[config.mk]
export PLATFORM = sky130hd
export DESIGN_NAME = imem_loader
export DESIGN_NICKNAME = d
export VERILOG_FILES = /design/src/rtl/imem_loader_pkg.sv /design/src/rtl/imem_loader_addr_counter.sv /design/src/rtl/imem_loader.sv
export SDC_FILE = /design/constraint.sdc
export NUM_CORES = 1
export LEC_CHECK = 0
export CAP_MARGIN = 5
export CORE_ASPECT_RATIO = 0.8
export CORE_MARGIN = 2
export CORE_UTILIZATION = 49
export CTS_BUF_LIST = sky130_fd_sc_hd__clkbuf_4 sky130_fd_sc_hd__clkbuf_8
export DETAILED_ROUTE_END_ITERATION = 12
export GPL_ROUTABILITY_DRIVEN = 0
export PLACE_DENSITY = 0.95
export SYNTH_ARGS = -nofsm -noshare
export SYNTH_HDL_FRONTEND = slang
export SYNTH_SLANG_ARGS = --single-unit
[constraint.sdc]
create_clock -name clk_i -period 5.05 [get_ports clk_i]
set_input_delay 1.01 -clock clk_i [delete_from_list [all_inputs] [get_ports clk_i]]
set_output_delay 1.01 -clock clk_i [all_outputs]
set_load 0.03 [all_outputs]
[src/rtl/imem_loader_pkg.sv]
// Shared types and defaults for the instruction-memory loader.
package imem_loader_pkg;

  localparam int unsigned ImemAddrWidth = 10;

  typedef enum logic [1:0] {
    StIdle,
    StWrite,
    StVerify,
    StDone
  } loader_state_e;

endpackage

[src/rtl/imem_loader_addr_counter.sv]
// Word-address walker: loads start/len, advances on step, wraps modulo memory depth.
module imem_loader_addr_counter #(
  parameter int unsigned ADDR_WIDTH = 10
) (
  input  logic                  clk_i,
  input  logic                  reset_i,
  input  logic                  load_i,
  input  logic [ADDR_WIDTH-1:0] start_i,
  input  logic [ADDR_WIDTH:0]   len_i,
  input  logic                  step_i,
  output logic [ADDR_WIDTH-1:0] cur_addr_o,
  output logic                  zero_o,
  output logic                  last_o
);

  logic [ADDR_WIDTH-1:0] addr_q, addr_d;
  logic [ADDR_WIDTH:0]   rem_q, rem_d;

  always_comb begin
    addr_d = addr_q;
    rem_d  = rem_q;
    if (load_i) begin
      addr_d = start_i;
      rem_d  = len_i;
    end else if (step_i && (rem_q != '0)) begin
      addr_d = addr_q + 1'b1;
      rem_d  = rem_q - 1'b1;
    end
  end

  always_ff @(posedge clk_i) begin
    if (reset_i) begin
      addr_q <= '0;
      rem_q  <= '0;
    end else begin
      addr_q <= addr_d;
      rem_q  <= rem_d;
    end
  end

  assign cur_addr_o = addr_q;
  assign zero_o     = (rem_q == '0);
  assign last_o     = (rem_q == {{ADDR_WIDTH{1'b0}}, 1'b1});

endmodule

[src/rtl/imem_loader.sv]
// Fills instruction memory from a host stream while fetch is held, then optionally boots.
// Define IMEM_LOADER_VERIFY_EN to add a read-back checksum pass before completion.
module imem_loader
  import imem_loader_pkg::*;
#(
  parameter int unsigned ADDR_WIDTH = ImemAddrWidth,
  parameter int unsigned DATA_WIDTH = 32
) (
  input  logic                  clk_i,
  input  logic                  reset_i,
  input  logic                  cmd_valid_i,
  output logic                  cmd_ready_o,
  input  logic [ADDR_WIDTH-1:0] cmd_addr_i,
  input  logic [ADDR_WIDTH:0]   cmd_len_i,
  input  logic                  cmd_boot_i,
  input  logic                  data_valid_i,
  output logic                  data_ready_o,
  input  logic [DATA_WIDTH-1:0] data_i,
  output logic                  imem_en_o,
  output logic                  imem_we_o,
  output logic [ADDR_WIDTH-1:0] imem_addr_o,
  output logic [DATA_WIDTH-1:0] imem_data_w_o,
  input  logic [DATA_WIDTH-1:0] imem_data_r_i,
  output logic                  hold_fetch_o,
  output logic                  fetch_jump_o,
  output logic [ADDR_WIDTH-1:0] fetch_new_pc_o,
  output logic                  done_o,
  output logic                  err_o,
  output logic [ADDR_WIDTH:0]   words_written_o
);

  localparam logic [ADDR_WIDTH:0] MaxLen = {1'b1, {ADDR_WIDTH{1'b0}}};

  loader_state_e         state_q, state_d;
  logic [ADDR_WIDTH-1:0] addr_q, addr_d;
  logic [ADDR_WIDTH:0]   len_q, len_d;
  logic                  boot_q, boot_d;
  logic [ADDR_WIDTH:0]   ww_q, ww_d;
  logic                  err_q, err_d;
  logic                  wr_pend_q, wr_pend_d;
  logic [ADDR_WIDTH-1:0] wr_addr_q, wr_addr_d;
  logic [DATA_WIDTH-1:0] wr_data_q, wr_data_d;
  logic [DATA_WIDTH-1:0] wr_chk_q, wr_chk_d;

  logic                  cnt_load, cnt_step, cnt_zero, cnt_last;
  logic [ADDR_WIDTH-1:0] cnt_start, cnt_addr;
  logic [ADDR_WIDTH:0]   cnt_len;
  logic                  rd_en;
  logic                  verify_err;

`ifdef IMEM_LOADER_VERIFY_EN
  logic                  rd_valid_q, rd_valid_d;
  logic [DATA_WIDTH-1:0] rd_chk_q, rd_chk_d;
`endif

  imem_loader_addr_counter #(
    .ADDR_WIDTH(ADDR_WIDTH)
  ) u_addr_counter (
    .clk_i     (clk_i),
    .reset_i   (reset_i),
    .load_i    (cnt_load),
    .start_i   (cnt_start),
    .len_i     (cnt_len),
    .step_i    (cnt_step),
    .cur_addr_o(cnt_addr),
    .zero_o    (cnt_zero),
    .last_o    (cnt_last)
  );

  always_comb begin
    state_d      = state_q;
    addr_d       = addr_q;
    len_d        = len_q;
    boot_d       = boot_q;
    ww_d         = ww_q;
    err_d        = 1'b0;
    wr_pend_d    = 1'b0;
    wr_addr_d    = wr_addr_q;
    wr_data_d    = wr_data_q;
    wr_chk_d     = wr_chk_q;
    cnt_load     = 1'b0;
    cnt_start    = cmd_addr_i;
    cnt_len      = cmd_len_i;
    cnt_step     = 1'b0;
    rd_en        = 1'b0;
    cmd_ready_o  = 1'b0;
    data_ready_o = 1'b0;
`ifdef IMEM_LOADER_VERIFY_EN
    rd_valid_d   = 1'b0;
    rd_chk_d     = rd_valid_q ? (rd_chk_q ^ imem_data_r_i) : rd_chk_q;
`endif
    if (wr_pend_q) ww_d = ww_q + 1'b1;

    unique case (state_q)
      StIdle: begin
        cmd_ready_o = 1'b1;
        if (cmd_valid_i) begin
          addr_d   = cmd_addr_i;
          len_d    = cmd_len_i;
          boot_d   = cmd_boot_i;
          ww_d     = '0;
          wr_chk_d = '0;
`ifdef IMEM_LOADER_VERIFY_EN
          rd_chk_d = '0;
`endif
          if (cmd_len_i > MaxLen) begin
            err_d = 1'b1;
          end else if (cmd_len_i == '0) begin
            state_d = StDone;
          end else begin
            cnt_load = 1'b1;
            state_d  = StWrite;
          end
        end
      end
      StWrite: begin
        data_ready_o = !cnt_zero;
        if (data_valid_i && !cnt_zero) begin
          wr_pend_d = 1'b1;
          wr_addr_d = cnt_addr;
          wr_data_d = data_i;
          wr_chk_d  = wr_chk_q ^ data_i;
          cnt_step  = 1'b1;
          if (cnt_last) begin
`ifdef IMEM_LOADER_VERIFY_EN
            // Rewind the walker for read-back; reads start once the final write drains.
            cnt_load  = 1'b1;
            cnt_start = addr_q;
            cnt_len   = len_q;
            state_d   = StVerify;
`else
            state_d   = StDone;
`endif
          end
        end
      end
`ifdef IMEM_LOADER_VERIFY_EN
      StVerify: begin
        if (!wr_pend_q) begin
          rd_en      = 1'b1;
          rd_valid_d = 1'b1;
          cnt_step   = 1'b1;
          if (cnt_last) state_d = StDone;
        end
      end
`endif
      StDone: state_d = StIdle;
      default: state_d = StIdle;
    endcase
  end

  always_ff @(posedge clk_i) begin
    if (reset_i) begin
      state_q    <= StIdle;
      addr_q     <= '0;
      len_q      <= '0;
      boot_q     <= 1'b0;
      ww_q       <= '0;
      err_q      <= 1'b0;
      wr_pend_q  <= 1'b0;
      wr_addr_q  <= '0;
      wr_data_q  <= '0;
      wr_chk_q   <= '0;
`ifdef IMEM_LOADER_VERIFY_EN
      rd_valid_q <= 1'b0;
      rd_chk_q   <= '0;
`endif
    end else begin
      state_q    <= state_d;
      addr_q     <= addr_d;
      len_q      <= len_d;
      boot_q     <= boot_d;
      ww_q       <= ww_d;
      err_q      <= err_d;
      wr_pend_q  <= wr_pend_d;
      wr_addr_q  <= wr_addr_d;
      wr_data_q  <= wr_data_d;
      wr_chk_q   <= wr_chk_d;
`ifdef IMEM_LOADER_VERIFY_EN
      rd_valid_q <= rd_valid_d;
      rd_chk_q   <= rd_chk_d;
`endif
    end
  end

`ifdef IMEM_LOADER_VERIFY_EN
  // The last read returns during DONE, so fold it in combinationally there.
  assign verify_err = (state_q == StDone) &&
                      ((rd_chk_q ^ (rd_valid_q ? imem_data_r_i : '0)) != wr_chk_q);
`else
  logic unused_verify;
  assign unused_verify = ^{imem_data_r_i, len_q};
  assign verify_err    = 1'b0;
`endif

  assign imem_en_o       = wr_pend_q | rd_en;
  assign imem_we_o       = wr_pend_q;
  assign imem_addr_o     = wr_pend_q ? wr_addr_q : (rd_en ? cnt_addr : '0);
  assign imem_data_w_o   = wr_pend_q ? wr_data_q : '0;
  assign hold_fetch_o    = (state_q != StIdle);
  assign done_o          = (state_q == StDone);
  assign err_o           = err_q | (done_o & verify_err);
  assign fetch_jump_o    = done_o & boot_q & !verify_err;
  assign fetch_new_pc_o  = fetch_jump_o ? addr_q : '0;
  assign words_written_o = ww_q;

endmodule
==> results of run 1 <==
-- sequential cells by signal, indices dropped and copies added (netlist names) --
| name | flops |
|---|---|
| wr_addr_q | 10 |
| imem_en_o | 1 |
| u_addr_counter.cur_addr_o | 10 |
| words_written_o | 11 |
| err_o | 1 |
| u_addr_counter.rem_q | 11 |
| wr_data_q | 32 |
| state_q | 2 |
| boot_q | 1 |
| addr_q | 10 |
-- critical path, cell delays in order, from the launching register on --
cell,delay [ps]
dfxtp_1,1030
buf_4,330
and2_1,150
clkdlybuf4s50_1,680
-- cell type report --
type,count,area (um2)
Fill cell,604,2412
Multi-Input combinational cell,392,2130
Sequential cell,89,1782
Timing Repair Buffer,131,1299
Tap cell,108,135.1
Clock buffer,9,123.9
Clock inverter,6,67.56
Inverter,9,33.78
-- stage by stage --
| step | power (W) | cell area, um2 | instances | setup slack [ps] | util |
|---|---|---|---|---|---|
| after floorplan | 0.0008900 | 4071 | 524 | 2199 | - |
| after global placement | 0.0009679 | 5379 | 729 | 1640 | 0.6738 |
| after detailed placement | 0.0009797 | 5379 | 729 | 1590 | 0.6738 |
| after CTS | 0.001449 | 5570 | 744 | 1482 | 0.6978 |
| after global routing | 0.001510 | 5570 | 744 | 1294 | 0.6978 |
| final | 0.001445 | 5570 | 744 | 1501 | 0.6978 |
-- kinds of logic (layout without fill, tap and decap cells) --
family | after synthesis | count (layout) | share of synthesized area
compound gates | 110 | 110 | 0.1561
xor+xnor | 15 | 15 | 0.03227
fa+ha+maj | 5 | 5 | 0.01537
buf+inv | 43 | 155 | 0.04302
flops | 89 | 89 | 0.4376
mux | 2 | 2 | 0.004917
simple gates | 260 | 260 | 0.3107
-- where the power goes --
| group | switching [W] | internal (W) |
|---|---|---|
| logic | 0.000117 | 0.0000936 |
| clock network | 0.000251 | 0.000228 |
| registers | 0.0000261 | 0.000730 |
| total | 0.000394 | 0.00105 |
-- metal layers --
metal  vias to the layer above  track usage  part of all wire
met3                        21      0.05319             0.062
met2                       180       0.4276              0.49
met5                         -            0                 0
met1                      1894       0.3091              0.44
met4                         0      0.07775             0.015
li1                       1986            -                 -
-- placed cells by master (no fill, tap or decap), drive strengths merged, types with 3 or more instances in the layout --
master,instances
a21oi,72
a221oi,3
a22oi,4
a31oi,12
and2,55
and3,3
buf,4
clkbuf,9
clkdlybuf4s50,127
dfxtp,89
ha,5
inv,10
nand2,121
nand2b,4
nand3,9
nand3b,4
nand4,5
nor2,32
nor3,7
nor4,6
nor4b,3
o21ai,10
or4,3
xnor2,6
xor2,9
-- how the worst min path moves through the flow --
stage                               start                          to  slack, ps  cells after the start
2_1_floorplan      addr_q[0]$_SDFFE_PP0P_      addr_q[0]$_SDFFE_PP0P_        430                      2
3_3_place_gp   wr_data_q[31]$_SDFFE_PP0P_  wr_data_q[31]$_SDFFE_PP0P_        440                      2
3_5_place_dp   wr_data_q[16]$_SDFFE_PP0P_  wr_data_q[16]$_SDFFE_PP0P_        440                      2
4_1_cts        wr_data_q[16]$_SDFFE_PP0P_  wr_data_q[16]$_SDFFE_PP0P_        450                      2
5_1_grt         wr_data_q[7]$_SDFFE_PP0P_   wr_data_q[7]$_SDFFE_PP0P_        470                      2
6_report       wr_data_q[18]$_SDFFE_PP0P_  wr_data_q[18]$_SDFFE_PP0P_        450                      2
==> impl_metrics.toml, run 1 <==
[status]
status = "complete, no violations"

[floorplan]
initial_utilization = 0.5100
fp.coreArea_um2 = 7983
pin_count = 161
die_x_um = 105.9
dieArea_um2 = 9058
rows = 29
die_y_um = 85.53

[timing]
fin_crit_sh = 0.7027
finalSetupViolCount = 0
clock_skew_ps = 12.76
rsz0062_at_grt = "false"
hold_viol_final = 0
fin_crit_ps = 3549
relSlewSlack = 0.1689
hold_slack_ps = 452.1
tns_ps = 0
tightest_slew_ps = 1247
fmax_mhz = 281.8
drv_slew = 0

[synth]
async_flop_share = 0
syn-cell-area_um2 = 4071
synth_seq_area_share = 0.4376
synth-edff-count = 0
yosysTopAreaCell = "dfxtp_1"
synth_cell_type_count = 45
synth_ff_type = "dfxtp_1"
synthTopCellsByArea = "dfxtp_1 44%, nand2_1 11%, a21oi_1 8.9%"
syn_nets = 619
synth-seq-cells = 89
yosys_warnings = 0
syn-instance-count = 524
synth_top_area_share = 0.4376
syn_avg_cell_area_um2 = 7.770
synth_commonest_cells = "121 x nand2_1, 89 x dfxtp_1, 72 x a21oi_1"
yosys.cell_count.top_type = "nand2_1"

[global_route]
grt_pass1_vias = 3880
overflow = 0
grtUsageTotal = 0.2464
grt_pass1_wl_mm = 18.15
antenna_found_initial = 0
grt_max_degree = 80

[placed_design]
hpwl_mm = 7.917
port_buffers = 128

[clock_network]
cts_resized = 0
cts_tree = "built"
clock_latency_ps = 350
cts_max_path_buffers = 2
path_clk_slew_ps = 90
ctsHoldBuffers = 0
root_buffer = "clkbuf_8"
clock-sinks = 89
cts_buffers = 9
cts_setup_buffers = 0
cts-htree-levels = 3

[hold_path]
hold_class = "flip-flop to flip-flop"

[routing]
drtIter0Drc = 342
routed_wl_mm = 10.99
via_count = 4081
wl_per_cell_um = 14.77
drtPass1Iterations = 6
final_antenna_net_count = 0
vias_per_cell = 5.485
drc = 0

[cells_and_area]
num_antenna_cells = 0
layout-drive-gt1-share = 0.04403
area_delta_synth_final_pct = 36.82
final_nets = 727

[worst_setup_path]
crit_required_ps = 4040
crit_start = "imem_en_o$_SDFF_PP0_"
endpoint_kind = "output port"
start_kind = "flip-flop"
ff2ff_path_depth = 7
rrSetupSlack_ps = 2020
reg2reg_to = "u_addr_counter.rem_q[7]$_SDFFE_PP0P_"
endpoint = "imem_data_w_o[27]"
cp_max_fo = 36
r2r-start = "u_addr_counter.rem_q[0]$_SDFFE_PP0P_"
path_class = "flip-flop to output port"
crit_arrival_ps = 2540

[job]
maxCapViolCount = 0

[pwr]
peakVddDrop_mv = 0.1665
leakagePower_nw = 1.935
power_density_nw_per_um2 = 259.4
(Power assumes the default switching activity.)
==> inputs of run 2 (changes only) <==
- CORE_UTILIZATION: 49 -> 45
- PLACE_DENSITY: 0.95 -> 0.94
- clock period: 5.05 -> 3.3 ns (I/O delays scaled with it)
==> impl_metrics.toml, run 2 (same netlist as run 1, synthesis figures left out) <==
[clock_network]
cts_buffers = 9
clock_latency_ps = 360
cts_max_path_buffers = 2
cts-htree-levels = 3
cts_resized = 0
path_clk_slew_ps = 90
root_buffer = "clkbuf_8"
ctsHoldBuffers = 0
cts_tree = "built"
clock-sinks = 89
cts_setup_buffers = 0

[worst_setup_path]
cp_slowest_stage_delay_ps = 730
crit_arrival_ps = 2440
rrSetupSlack_ps = 1030
worstPathCellList = "inv_1 -> ha_1 -> nor4b_1 -> buf_4 -> a311oi_1 -> clkdlybuf4s50_1"
critPathSlowestCell = "clkdlybuf4s50_1"
start_kind = "flip-flop"
crit_required_ps = 2640
cp_max_fo = 6
endpoint_kind = "output port"
path_class = "flip-flop to output port"

[timing]
relSlewSlack = 0.4392
clock_skew_ps = 10.77
hold_viol_final = 0
fin_crit_ps = 3103
tightest_slew_ps = 839.4
tns_ps = 0
fin_crit_sh = 0.9402
hold_slack_ps = 454.2
finalSetupViolCount = 0
fin_ws_ps = 197.3
rsz0062_at_grt = "false"
fmax_mhz = 322.3
drv_slew = 0

[job]
maxCapViolCount = 0

[pwr]
leakagePower_nw = 1.969
power_density_nw_per_um2 = 387.9
peakVddDrop_mv = 0.1894

[floorplan]
die_y_um = 89.08
dieArea_um2 = 9829
rows = 31
die_x_um = 110.3
pin_count = 161
fp.coreArea_um2 = 8921
initial_utilization = 0.4564

[global_route]
grt_pass1_wl_mm = 17.22
grtUsageTotal = 0.2216
grt_pass1_vias = 3615
antenna_found_initial = 0
overflow = 0
grt_max_degree = 50

[cells_and_area]
largest_register_ffs = 32
final_nets = 733
final_util = 0.6327
layout-drive-gt1-share = 0.05443
final_common_cell = "clkdlybuf4s50_1"
num_antenna_cells = 0
area_delta_synth_final_pct = 38.63
regMostFlops = "wr_data_q"
layout_common_cells = "127 x clkdlybuf4s50_1, 121 x nand2_1, 89 x dfxtp_1, 72 x a21oi_1, 54 x and2_1"

[hold_path]
hold_class = "flip-flop to flip-flop"

[placed_design]
dp_slack_ps = 197.0
hpwl_mm = 7.838
port_buffers = 128

[routing]
wl_per_cell_um = 14.29
via_count = 4027
vias_per_cell = 5.313
final_antenna_net_count = 0
routed_wl_mm = 10.83
drtIter0Drc = 322
drtPass1Iterations = 5
drc = 0

[status]
status = "complete, no violations"
-- run 2: cell types whose count changed in the layout (fill, tap and decap cells not counted) --
cell	previous run	this run
buf_12	0	2
clkinv_2	1	0
clkbuf_8	9	10
clkinv_4	1	3
inv_6	1	0
bufinv_16	1	0
buf_4	3	7
clkbuf_4	0	1
-- run 2: worst paths after layout --
path | from | cells past startpoint | end
setup / recovery | u_addr_counter.rem_q[0]$_SDFFE_PP0P_ | 6 | data_ready_o
hold / removal | wr_addr_q[4]$_SDFFE_PP0P_ | 2 | wr_addr_q[4]$_SDFFE_PP0P_
hold reg to reg | wr_addr_q[4]$_SDFFE_PP0P_ | 2 | wr_addr_q[4]$_SDFFE_PP0P_
setup reg to reg | u_addr_counter.rem_q[0]$_SDFFE_PP0P_ | 8 | u_addr_counter.rem_q[2]$_SDFFE_PP0P_
-- run 2: power breakdown --
| part | internal [W] | total, W | switching, W | leakage [nW] |
|---|---|---|---|---|
| Sequential | 0.00112 | 0.00115 | 0.0000358 | 0.723 |
| Clock | 0.000307 | 0.000699 | 0.000392 | 0.0891 |
| Combinational | 0.000157 | 0.000338 | 0.000181 | 1.16 |
| Total | 0.00158 | 0.00219 | 0.000609 | 1.97 |
-- run 2: layer usage --
metal,wire length (um),share of wire,track usage
met4,178,0.016,0.07727
met5,0,0,0
met1,4735,0.44,0.2853
met3,824,0.076,0.04956
met2,5091,0.47,0.3692
-- run 2: layout make-up --
class	count	area, um2
Inverter	9	33.78
Multi-Input combinational cell	392	2130
Timing Repair Buffer	137	1369
Fill cell	723	3277
Clock buffer	11	145.1
Clock inverter	5	41.29
Tap cell	115	143.9
Sequential cell	89	1782
-- run 2: per-stage QoR --
stage,std cells,power [W],instance area (um2)
6_report,758,0.002189,5644
5_1_grt,758,0.002294,5644
4_1_cts,758,0.002208,5644
3_5_place_dp,742,0.001513,5458
3_3_place_gp,742,0.001499,5458
2_1_floorplan,524,0.001362,4071
-- run 2: critical path, delay by kind of cell, from the launching register on --
kind / cells / cell delay (ps)
buffers and inverters: 3 / 980
flip-flops: 1 / 430
AO/OA/AOI/OAI: 1 / 330
adder cells (fa/ha/maj): 1 / 210
AND/OR/NAND/NOR: 1 / 140
==> inputs of run 3 (changes only) <==
- CORE_MARGIN: 2 -> 5
- MAX_ROUTING_LAYER: unset -> met4
==> impl_metrics.toml, run 3 (same netlist as run 1, synthesis figures left out) <==
[status]
status = "complete, no violations"

[cells_and_area]
num_antenna_cells = 0
fill_cells = 754
regMostFlops = "wr_data_q"
layout_common_cells = "127 x clkdlybuf4s50_1, 121 x nand2_1, 89 x dfxtp_1, 72 x a21oi_1, 54 x and2_1"
area_delta_synth_final_pct = 39.18
final_nets = 734
largest_register_ffs = 32
final_common_cell = "clkdlybuf4s50_1"
layout-drive-gt1-share = 0.05590

[worst_setup_path]
reg2reg_to = "wr_data_q[15]$_SDFFE_PP0P_"
crit_arrival_ps = 2380
path_class = "flip-flop to output port"
crit_start = "u_addr_counter.rem_q[0]$_SDFFE_PP0P_"
ff2ff_path_depth = 8
endpoint_kind = "output port"
endpoint = "data_ready_o"
start_kind = "flip-flop"
crit_required_ps = 2640
r2r-start = "u_addr_counter.rem_q[0]$_SDFFE_PP0P_"
cp_max_fo = 6
rrSetupSlack_ps = 840

[floorplan]
rows = 31
die_y_um = 95.08
pin_count = 161
die_x_um = 116.3
fp.coreArea_um2 = 8960
initial_utilization = 0.4544
dieArea_um2 = 11060

[routing]
topRoutingLayerUsed = "met4"
wl_per_cell_um = 14.58
routed_wl_mm = 11.07
via_count = 4016
vias_per_cell = 5.291
wl_met3_um = 768
wl_met1_mm = 4.967
drtPass1Iterations = 5
final_antenna_net_count = 0
drc = 0
dr_wl_met2_mm = 5.213
drtIter0Drc = 356

[clock_network]
cts_setup_buffers = 0
ctsHoldBuffers = 0
cts_buffers = 9
cts_max_path_buffers = 2
root_buffer = "clkbuf_8"
cts-htree-levels = 3
cts_resized = 0
clock-sinks = 89
clock_latency_ps = 350
path_clk_slew_ps = 90
cts_tree = "built"

[global_route]
grt_pass1_vias = 3728
grt_max_degree = 50
overflow = 0
antenna_found_initial = 0
grtUsageTotal = 0.1977
grt_pass1_wl_mm = 17.26

[placed_design]
port_buffers = 128
dp_slack_ps = 168.2
hpwl_mm = 8.038

[job]
maxCapViolCount = 0

[pwr]
power_density_nw_per_um2 = 400.9
leakagePower_nw = 1.981
peakVddDrop_mv = 0.2046
p_total_w = 0.002272

[timing]
clock_skew_ps = 11.57
hold_viol_final = 0
rsz0062_at_grt = "false"
tightest_slew_ps = 872.6
fin_ws_ps = 258.4
relSlewSlack = 0.4170
tns_ps = 0
drv_slew = 0
fmax_mhz = 328.8
finalSetupViolCount = 0
fin_crit_sh = 0.9217
fin_crit_ps = 3042

[hold_path]
hold_class = "flip-flop to flip-flop"
run 3: cell count changes in the layout (fill, tap and decap cells not counted):
cell       before  now
buf_4           7    9
clkinv_4        3    1
buf_12          2    1
bufinv_16       0    1
clkbuf_4        1    0
clkbuf_8       10   11
inv_6           0    1
run 3: through the flow:
step	util	hold WS [ps]	cells	area [um2]
finish	0.6325	453.4	759	5667
global route	0.6325	476.0	759	5667
CTS	0.6325	454.3	759	5667
detailed placement	0.6086	442.6	743	5453
global placement	0.6086	437.4	743	5453
floorplan	-	431.7	524	4071
run 3: worst min-delay path by stage:
stage,slack [ps],depth (start not counted),startpoint,end
2_1_floorplan,430,2,addr_q[0]$_SDFFE_PP0P_,addr_q[0]$_SDFFE_PP0P_
3_5_place_dp,440,2,wr_data_q[16]$_SDFFE_PP0P_,wr_data_q[16]$_SDFFE_PP0P_
5_1_grt,480,2,wr_data_q[19]$_SDFFE_PP0P_,wr_data_q[19]$_SDFFE_PP0P_
6_report,450,2,wr_data_q[16]$_SDFFE_PP0P_,wr_data_q[16]$_SDFFE_PP0P_
4_1_cts,450,2,wr_data_q[16]$_SDFFE_PP0P_,wr_data_q[16]$_SDFFE_PP0P_
3_3_place_gp,440,2,wr_data_q[3]$_SDFFE_PP0P_,wr_data_q[3]$_SDFFE_PP0P_
run 3: area by class of cell:
class	instances	area, um2	share of cell area
flip-flops and latches	89	1782	0.3144
multi-input cells	392	2130	0.3758
well taps	115	143.9	0.02539
clock buffers	11	151.4	0.02672
clock inverters	5	62.56	0.01104
inverters	9	33.78	0.005962
repair buffers	138	1364	0.2407
run 3: routing by layer:
metal | vias to the layer above | GRT usage
met2 | 130 | 0.3081
met4 | 0 | 0.05990
met5 | - | -
li1 | 1995 | -
met1 | 1880 | 0.2549
met3 | 11 | 0.04886
run 3: where the power goes:
part / internal, W / total [W] / switching, W
Clock: 0.000395 / 0.000780 / 0.000384
Combinational: 0.000157 / 0.000339 / 0.000182
Sequential: 0.00112 / 0.00115 / 0.0000366
Total: 0.00167 / 0.00227 / 0.000603
run 3: critical path, stage by stage, from the launching register on:
cell and delay (ps):
dfxtp_1 440, inv_1 100, ha_1 220, nor4b_1 140, buf_4 160, a311oi_1 250
clkdlybuf4s50_1 720
